**config.mk**
```make
export PLATFORM = sky130hd
export DESIGN_NAME = hazard_ctrl
export DESIGN_NICKNAME = d
export VERILOG_FILES = /design/src/rtl/hazard_pkg.sv /design/src/rtl/sat_cnt.sv /design/src/rtl/hazard_ctrl.sv
export SDC_FILE = /design/constraint.sdc
export NUM_CORES = 1
export LEC_CHECK = 0
export BUFFER_PORTS_ARGS = -buffer_cell sky130_fd_sc_hd__buf_2
export CORE_AREA = 2 2 39 41
export CTS_CLUSTER_DIAMETER = 60
export CTS_CLUSTER_SIZE = 12
export DETAILED_ROUTE_END_ITERATION = 16
export DIE_AREA = 0 0 41 43
export MAX_ROUTING_LAYER = met4
export PLACE_DENSITY = 0.68
export SLEW_MARGIN = 20
export SYNTH_ARGS = -nofsm -noshare
export SYNTH_HDL_FRONTEND = slang
export SYNTH_SLANG_ARGS = --single-unit
export TNS_END_PERCENT = 1
```
**constraint.sdc**
```tcl
create_clock -name clk -period 2.3 [get_ports clk]
set_clock_uncertainty 0.2 [all_clocks]
set_input_delay 0.345 -clock clk [delete_from_list [all_inputs] [get_ports clk]]
set_output_delay 0.345 -clock clk [all_outputs]
set_load 0.01 [all_outputs]
```
**src/rtl/hazard_pkg.sv**
```systemverilog
// Shared types and constants for the pipeline hazard sequencer.
package hazard_pkg;

  typedef enum logic [1:0] {
    RUN      = 2'd0,
    LU_STALL = 2'd1,
    MEM_WAIT = 2'd2
  } state_t;

  localparam logic [4:0]  REG_ZERO       = 5'd0;
  localparam int unsigned LU_BUBBLES_MAX = 3;
  localparam int unsigned BUB_W          = $clog2(LU_BUBBLES_MAX + 1);

endpackage

```
**src/rtl/sat_cnt.sv**
```systemverilog
// Saturating up-counter with synchronous clear.
//   clk : rising-edge clock
//   clr : synchronous clear (highest priority)
//   inc : add one unless already all-ones
//   cnt : current count
module sat_cnt #(
  parameter int unsigned W = 16
) (
  input  logic         clk,
  input  logic         clr,
  input  logic         inc,
  output logic [W-1:0] cnt
);

  always_ff @(posedge clk) begin
    if (clr) begin
      cnt <= '0;
    end else if (inc && (cnt != '1)) begin
      cnt <= cnt + W'(1);
    end
  end

endmodule

```
**src/rtl/hazard_ctrl.sv**
```systemverilog
// Pipeline hazard sequencer for the 5-stage core: load-use bubbles,
// branch flushes and data-memory freeze. Outputs are combinational so a
// hazard takes effect in the cycle it is seen.
//   clk, rst            : clock, synchronous active-high reset
//   id_rs/id_rt/id_uses_rt : source registers of the ID instruction
//   id_ex_memread/id_ex_rt : load in EX and its destination
//   branch_taken        : branch in EX resolved taken
//   mem_busy            : data memory not ready
//   pc_write, if_id_write, if_id_flush, id_ex_flush, pipe_en, stall
// Optional macro HAZ_PERF_CNT_EN adds parameter CNT_W and saturating
// counters lu_stall_cnt, mem_wait_cnt, flush_cnt.
module hazard_ctrl
  import hazard_pkg::*;
#(
  parameter int unsigned LU_BUBBLES = 1
`ifdef HAZ_PERF_CNT_EN
  , parameter int unsigned CNT_W = 16
`endif
) (
  input  logic       clk,
  input  logic       rst,
  input  logic [4:0] id_rs,
  input  logic [4:0] id_rt,
  input  logic       id_uses_rt,
  input  logic       id_ex_memread,
  input  logic [4:0] id_ex_rt,
  input  logic       branch_taken,
  input  logic       mem_busy,
  output logic       pc_write,
  output logic       if_id_write,
  output logic       if_id_flush,
  output logic       id_ex_flush,
  output logic       pipe_en,
  output logic       stall
`ifdef HAZ_PERF_CNT_EN
  , output logic [CNT_W-1:0] lu_stall_cnt
  , output logic [CNT_W-1:0] mem_wait_cnt
  , output logic [CNT_W-1:0] flush_cnt
`endif
);

  localparam logic [BUB_W-1:0] LU_INIT = BUB_W'(LU_BUBBLES - 1);

  state_t           state, state_nxt;
  state_t           ret_state, ret_nxt;
  state_t           eval_st;
  logic [BUB_W-1:0] bub_cnt, bub_nxt;
  logic             lu;
  logic             lu_bub_c, frz_c, flush_c;

  assign lu = id_ex_memread && (id_ex_rt != REG_ZERO) &&
              ((id_ex_rt == id_rs) || (id_uses_rt && (id_ex_rt == id_rt)));

  // Leaving MEM_WAIT is evaluated with the rules of the interrupted state.
  assign eval_st = (state == MEM_WAIT) ? ret_state : state;

  // State registers
  always_ff @(posedge clk) begin
    if (rst) begin
      state     <= RUN;
      ret_state <= RUN;
      bub_cnt   <= '0;
    end else begin
      state     <= state_nxt;
      ret_state <= ret_nxt;
      bub_cnt   <= bub_nxt;
    end
  end

  // Next state and control outputs
  always_comb begin
    pc_write    = 1'b1;
    if_id_write = 1'b1;
    if_id_flush = 1'b0;
    id_ex_flush = 1'b0;
    pipe_en     = 1'b1;
    state_nxt   = state;
    ret_nxt     = ret_state;
    bub_nxt     = bub_cnt;
    lu_bub_c    = 1'b0;
    frz_c       = 1'b0;
    flush_c     = 1'b0;

    if (mem_busy) begin
      pc_write    = 1'b0;
      if_id_write = 1'b0;
      pipe_en     = 1'b0;
      frz_c       = 1'b1;
      if (state != MEM_WAIT) begin
        ret_nxt = state;
      end
      state_nxt = MEM_WAIT;
    end else if (branch_taken) begin
      if_id_flush = 1'b1;
      id_ex_flush = 1'b1;
      flush_c     = 1'b1;
      bub_nxt     = '0;
      state_nxt   = RUN;
    end else if (eval_st == LU_STALL) begin
      pc_write    = 1'b0;
      if_id_write = 1'b0;
      id_ex_flush = 1'b1;
      lu_bub_c    = 1'b1;
      bub_nxt     = bub_cnt - BUB_W'(1);
      state_nxt   = (bub_nxt == '0) ? RUN : LU_STALL;
    end else if (lu) begin
      pc_write    = 1'b0;
      if_id_write = 1'b0;
      id_ex_flush = 1'b1;
      lu_bub_c    = 1'b1;
      bub_nxt     = LU_INIT;
      state_nxt   = (LU_INIT == '0) ? RUN : LU_STALL;
    end else begin
      state_nxt = RUN;
    end

    // Reset pushes bubbles through the back end while holding the front.
    if (rst) begin
      pc_write    = 1'b0;
      if_id_write = 1'b0;
      if_id_flush = 1'b1;
      id_ex_flush = 1'b1;
      pipe_en     = 1'b1;
      lu_bub_c    = 1'b0;
      frz_c       = 1'b0;
      flush_c     = 1'b0;
    end

    stall = !pc_write && !rst;
  end

`ifdef HAZ_PERF_CNT_EN
  sat_cnt #(.W(CNT_W)) u_lu_cnt (
    .clk (clk), .clr (rst), .inc (lu_bub_c), .cnt (lu_stall_cnt)
  );
  sat_cnt #(.W(CNT_W)) u_mem_cnt (
    .clk (clk), .clr (rst), .inc (frz_c), .cnt (mem_wait_cnt)
  );
  sat_cnt #(.W(CNT_W)) u_flush_cnt (
    .clk (clk), .clr (rst), .inc (flush_c), .cnt (flush_cnt)
  );
`else
  logic unused_stat;
  assign unused_stat = lu_bub_c ^ frz_c ^ flush_c;
`endif

endmodule

```
Word level (Yosys, flattened, before mapping)
Index checks and enable logic that the tools add are counted.

storage, ports and cells
  register bits = 6
  word-level logic and storage cells = 48

cells by class
  $add $sub $neg = 1
  eq/ne operators = 5
  muxes and demuxes = 23
  bitwise logic cells = 2
  reductions and logical operators = 13

operators by type and width
  kind                 count
  $mux 1               18
  $eq 5x5->1           2
  $mux 2               5
  $reduce_bool 5->1    1
  $logic_and 1x1->1    4
  $reduce_and 2->1     2
  $reduce_or 4->1      1
  $reduce_bool 3->1    1
  $eq 2x1->1 const B   1
  $eq 2x2->1 const B   1
  $logic_not 1->1      2
  $logic_not 2->1      1
  $ne 2x2->1 const B   1
  $not 1->1            2
  $sub 2x1->2 const B  1
  $logic_or 1x1->1     1

Longest topological paths before layout
  depth after elaboration = 11
  depth in mapped cells = 6
  depth with buffers taken out = 5

Worst setup path before layout
No wires, ideal clock.

  path type = input -> output
  start point = input id_ex_rt[1]
  end point = output pc_write
  arrival time = 1.673 ns
  required time = 1.755 ns
  path slack = 0.082 ns
  cell stages on the path = 5
  path buffers = 1
  cells stage by stage = or4_4 -> o21ai_2 -> a21oi_2 -> o41ai_2 -> buf_4

on the way
  longest elaborated chain between the ends = 9
  elaborated cells between the ends (all ways) = 12
  those cells by class = eq/ne: 2; mux: 5; reduce/logical: 5

RTL lines
  element                RTL line           text
  start, declared        hazard_ctrl.sv:26  input logic [4:0] id_ex_rt,
  $eq 5x5->1             hazard_ctrl.sv:52  ((id_ex_rt == id_rs) || (id_uses_rt && (id_ex_rt == id_rt)));
  $logic_and 1x1->1      hazard_ctrl.sv:52
  $logic_or 1x1->1       hazard_ctrl.sv:52
  $logic_and 1x1->1 *    hazard_ctrl.sv:51  assign lu = id_ex_memread && (id_ex_rt != REG_ZERO) &&
  $mux 1 * (5 in a row)  n/a
  end, declared          hazard_ctrl.sv:29  output logic pc_write,

Mark *: on every way between the ends. The rest lies on a longest branch, timed or not.

Worst setup path in the final report
  start point = input id_ex_rt[1]
  end point = output pc_write

on the way
  longest elaborated chain between the ends = 9
  elaborated cells between the ends (all ways) = 12
  those cells by class = eq/ne: 2; mux: 5; reduce/logical: 5

RTL lines
  element              RTL line            text
  $eq 5x5->1           hazard_ctrl.sv:52
  $logic_and 1x1->1    hazard_ctrl.sv:52
  $logic_or 1x1->1     hazard_ctrl.sv:52
  $logic_and 1x1->1 *  hazard_ctrl.sv:51
  $mux 1 *             hazard_ctrl.sv:106  end else if (lu) begin
  $mux 1 *             hazard_ctrl.sv:99   end else if (eval_st == LU_STALL) begin
  $mux 1 *             hazard_ctrl.sv:93   end else if (branch_taken) begin
  $mux 1 *             hazard_ctrl.sv:84   if (mem_busy) begin
  $mux 1 *             hazard_ctrl.sv:118  if (rst) begin

Marks and branches as above.

==> results.md <==
* Fin crit share at 98.69%
* GR met1 Demand/Resource at a little under a fifth
* Layout Nets at 107
* CTS max path bufs at 2
* Met3 Use GR at 1.571%
* Vias in the first global route at just under 500
* Drt pass-1 iters at 2
* Fmax at 440.6 MHz
* Initial antenna violation count at 0
* DP Area at between 600 and 700 um^2
* Leak at between 0.0002 and 0.0003 uW
* Initial Utilization at 34.90%
* Synth Net Count at 79
* Die height at 43 um
* Area share of the largest cell type after synthesis at 24.87%
* Final HPWL DP at about 940 um
* First-pass GRT wire length at 1.918 mm
* Post-Layout Cell Count at 99
* Placed Instances at 96
* All-layer global routing usage at approximately 16%
* Die footprint at 1763 um^2
* Ports at 27
* Rows at 14
* Post-Synthesis Cell Area at 483.0 um^2
* Avg Cell Area, Syn at 8.473 um^2
* Post-route DRC violation count at 0
* Via Count at 509
* Synth Instances at 57
* Final Core Density at 46.29%
* Met2 Track Usage GR at 25.31%
* Grt ovf at 0
* Worst Reg-to-Reg Cells at 4
* Setup CP Type: primary input to output pin
* Most frequent cells in the layout: 26 x buf_2, 7 x xor2_1, 6 x dfxtp_1
* Inserted Clock Buffers at 3
* Via/cell ratio at 5.141
* Routed WL at 1.141 mm
* Multi-input gate area at around 330 um^2
* Cells on Worst Hold Path at 2
* Min cycle time layout at roughly 2.3 ns
* Final hold violations at 0
* Max Cap Viol at 0
* Final ANT Viol Nets at 0
* Final setup fails at 0
* Share of layout cells above drive strength 1 at 45.78%
* Distinct cell type count after synthesis at 27
* Yosys top cell by area: dfxtp_1
* Pwr per Cell Area at 429.1 nW/um^2
* Seq/Total Area, Yosys at 24.87%
* Max IR drop VDD at 0.0001240 V
* Synth top area cells: dfxtp_1 25%, xor2_1 13%, xnor2_1 5.4%
* Critical path required time at approximately 1.8 ns
* Diodes inserted at 0
* Worst skew pair latency at 0.25 ns
* H-Tree Depth at 1
* Layout fillers at roughly 130
* Fin Setup TNS at 0 ns
* Clk sink count at 6
* Most common cell after layout, fill and taps aside: buf_2
* Chip width at 41 um
* CTS clock-pin slew for the worst setup and hold paths at approximately 0.04 ns
* Largest net degree at the start of global routing at 10
* Final-report max-slew violation count at 0
* RSZ-0062 raised after global routing: true
* Synth warn at 0
* Initial DRC Count at 5
* #FFs+latches synth at 6
* TritonCTS clock tree: built
* CP Launch Type: primary input
* Post-route cell area at 640.6 um^2
* HP Class: primary input to register
* Tightest Pin Transition at 0.3788 ns
* Area grow syn2layout at 32.64%
* Status: completed
* Avg WL per Cell at 11.53 um
* Crit path DAT at around 1.7 ns
* CTS root buffer: clkbuf_4
* Core box area at 1384 um^2
* Slew margin rel. at 74.75%
* PortBufs at 26
* Kind of end point of the critical path: output pin
* Gpl congestion at 0.8179
* GRT busiest layer: met2
* Maximum fanout along the worst path at 5
* Power after layout at 274.9 uW
* Register area at 120.1 um^2
==> worst max-delay path, cell delays in order <==
cell,delay (ns)
buf_2,0.13
or4_4,0.53
o21ai_2,0.13
a21oi_2,0.08
o41ai_2,0.32
buf_2,0.19
==> cell usage after synthesis, drive strengths merged <==
cell	instances
or4b	1
or4	1
nand4bb	1
xnor2	3
o221ai	1
xor2	7
inv	5
dfxtp	6
nor3	2
o31a	2
buf	1
nand3	3
nand2	4
nor4	1
ha	1
o21ai	3
a21oi	5
o41ai	1
and4b	1
nor4bb	1
nor2	4
o32ai	1
clkbuf	2
==> final cells by class <==
class	count	share of cell area, %
inverters	5	2.930
multi-input cells	43	51.37
repair buffers	26	20.31
flip-flops and latches	6	18.75
well taps	16	3.125
clock buffers	3	3.516
==> sequential cells by signal, summed over array words and instances (netlist names) <==
name,cells
bub_cnt,2
ret_state,2
state,2
==> cell families after synthesis <==
kind of cell	share of synthesized area [%]
xor+xnor	18.14
flops	24.87
buf+inv	6.996
fa+ha+maj	2.590
compound gates	22.80
simple gates	24.61
==> power by group <==
| group | switching, uW | internal (uW) |
|---|---|---|
| clock | 39.7 | 59.1 |
| combinational | 36.3 | 33.4 |
| sequential | 1.13 | 105 |
| total | 77.1 | 198 |
==> through the flow <==
step,worst slack [ns],hold WS [ns]
2_1_floorplan,0.08186,0.2207
3_3_place_gp,0.06146,0.2711
3_5_place_dp,0.03511,0.2803
4_1_cts,0.03027,0.1279
5_1_grt,-0.04226,0.1504
6_report,0.03014,0.1422
==> final timing paths <==
| kind | startpoint | to | slack (ns) |
|---|---|---|---|
| worst max-delay path | id_ex_rt[1] | pc_write | 0.03 |
| worst min-delay path | branch_taken | state[0]$_SDFF_PP0_ | 0.14 |
| worst max register to register | state[0]$_SDFF_PP0_ | bub_cnt[0]$_SDFFE_PP0P_ | 0.70 |
| worst min register to register | state[0]$_SDFF_PP0_ | ret_state[0]$_SDFFE_PP0P_ | 0.28 |
==> timing repair <==
item / CTS / global route
gates resized for setup: 0 / 0
setup buffers: 0 / 0
hold buffers: 0 / 0
endpoints found under the setup margin: 0 / 4
==> per-layer routing <==
layer,wire length (um),vias to the layer above
met5,0,-
met4,8,0
met3,73,2
met2,580,19
met1,478,233
li1,-,255
Power figures use the tool's default switching activity.
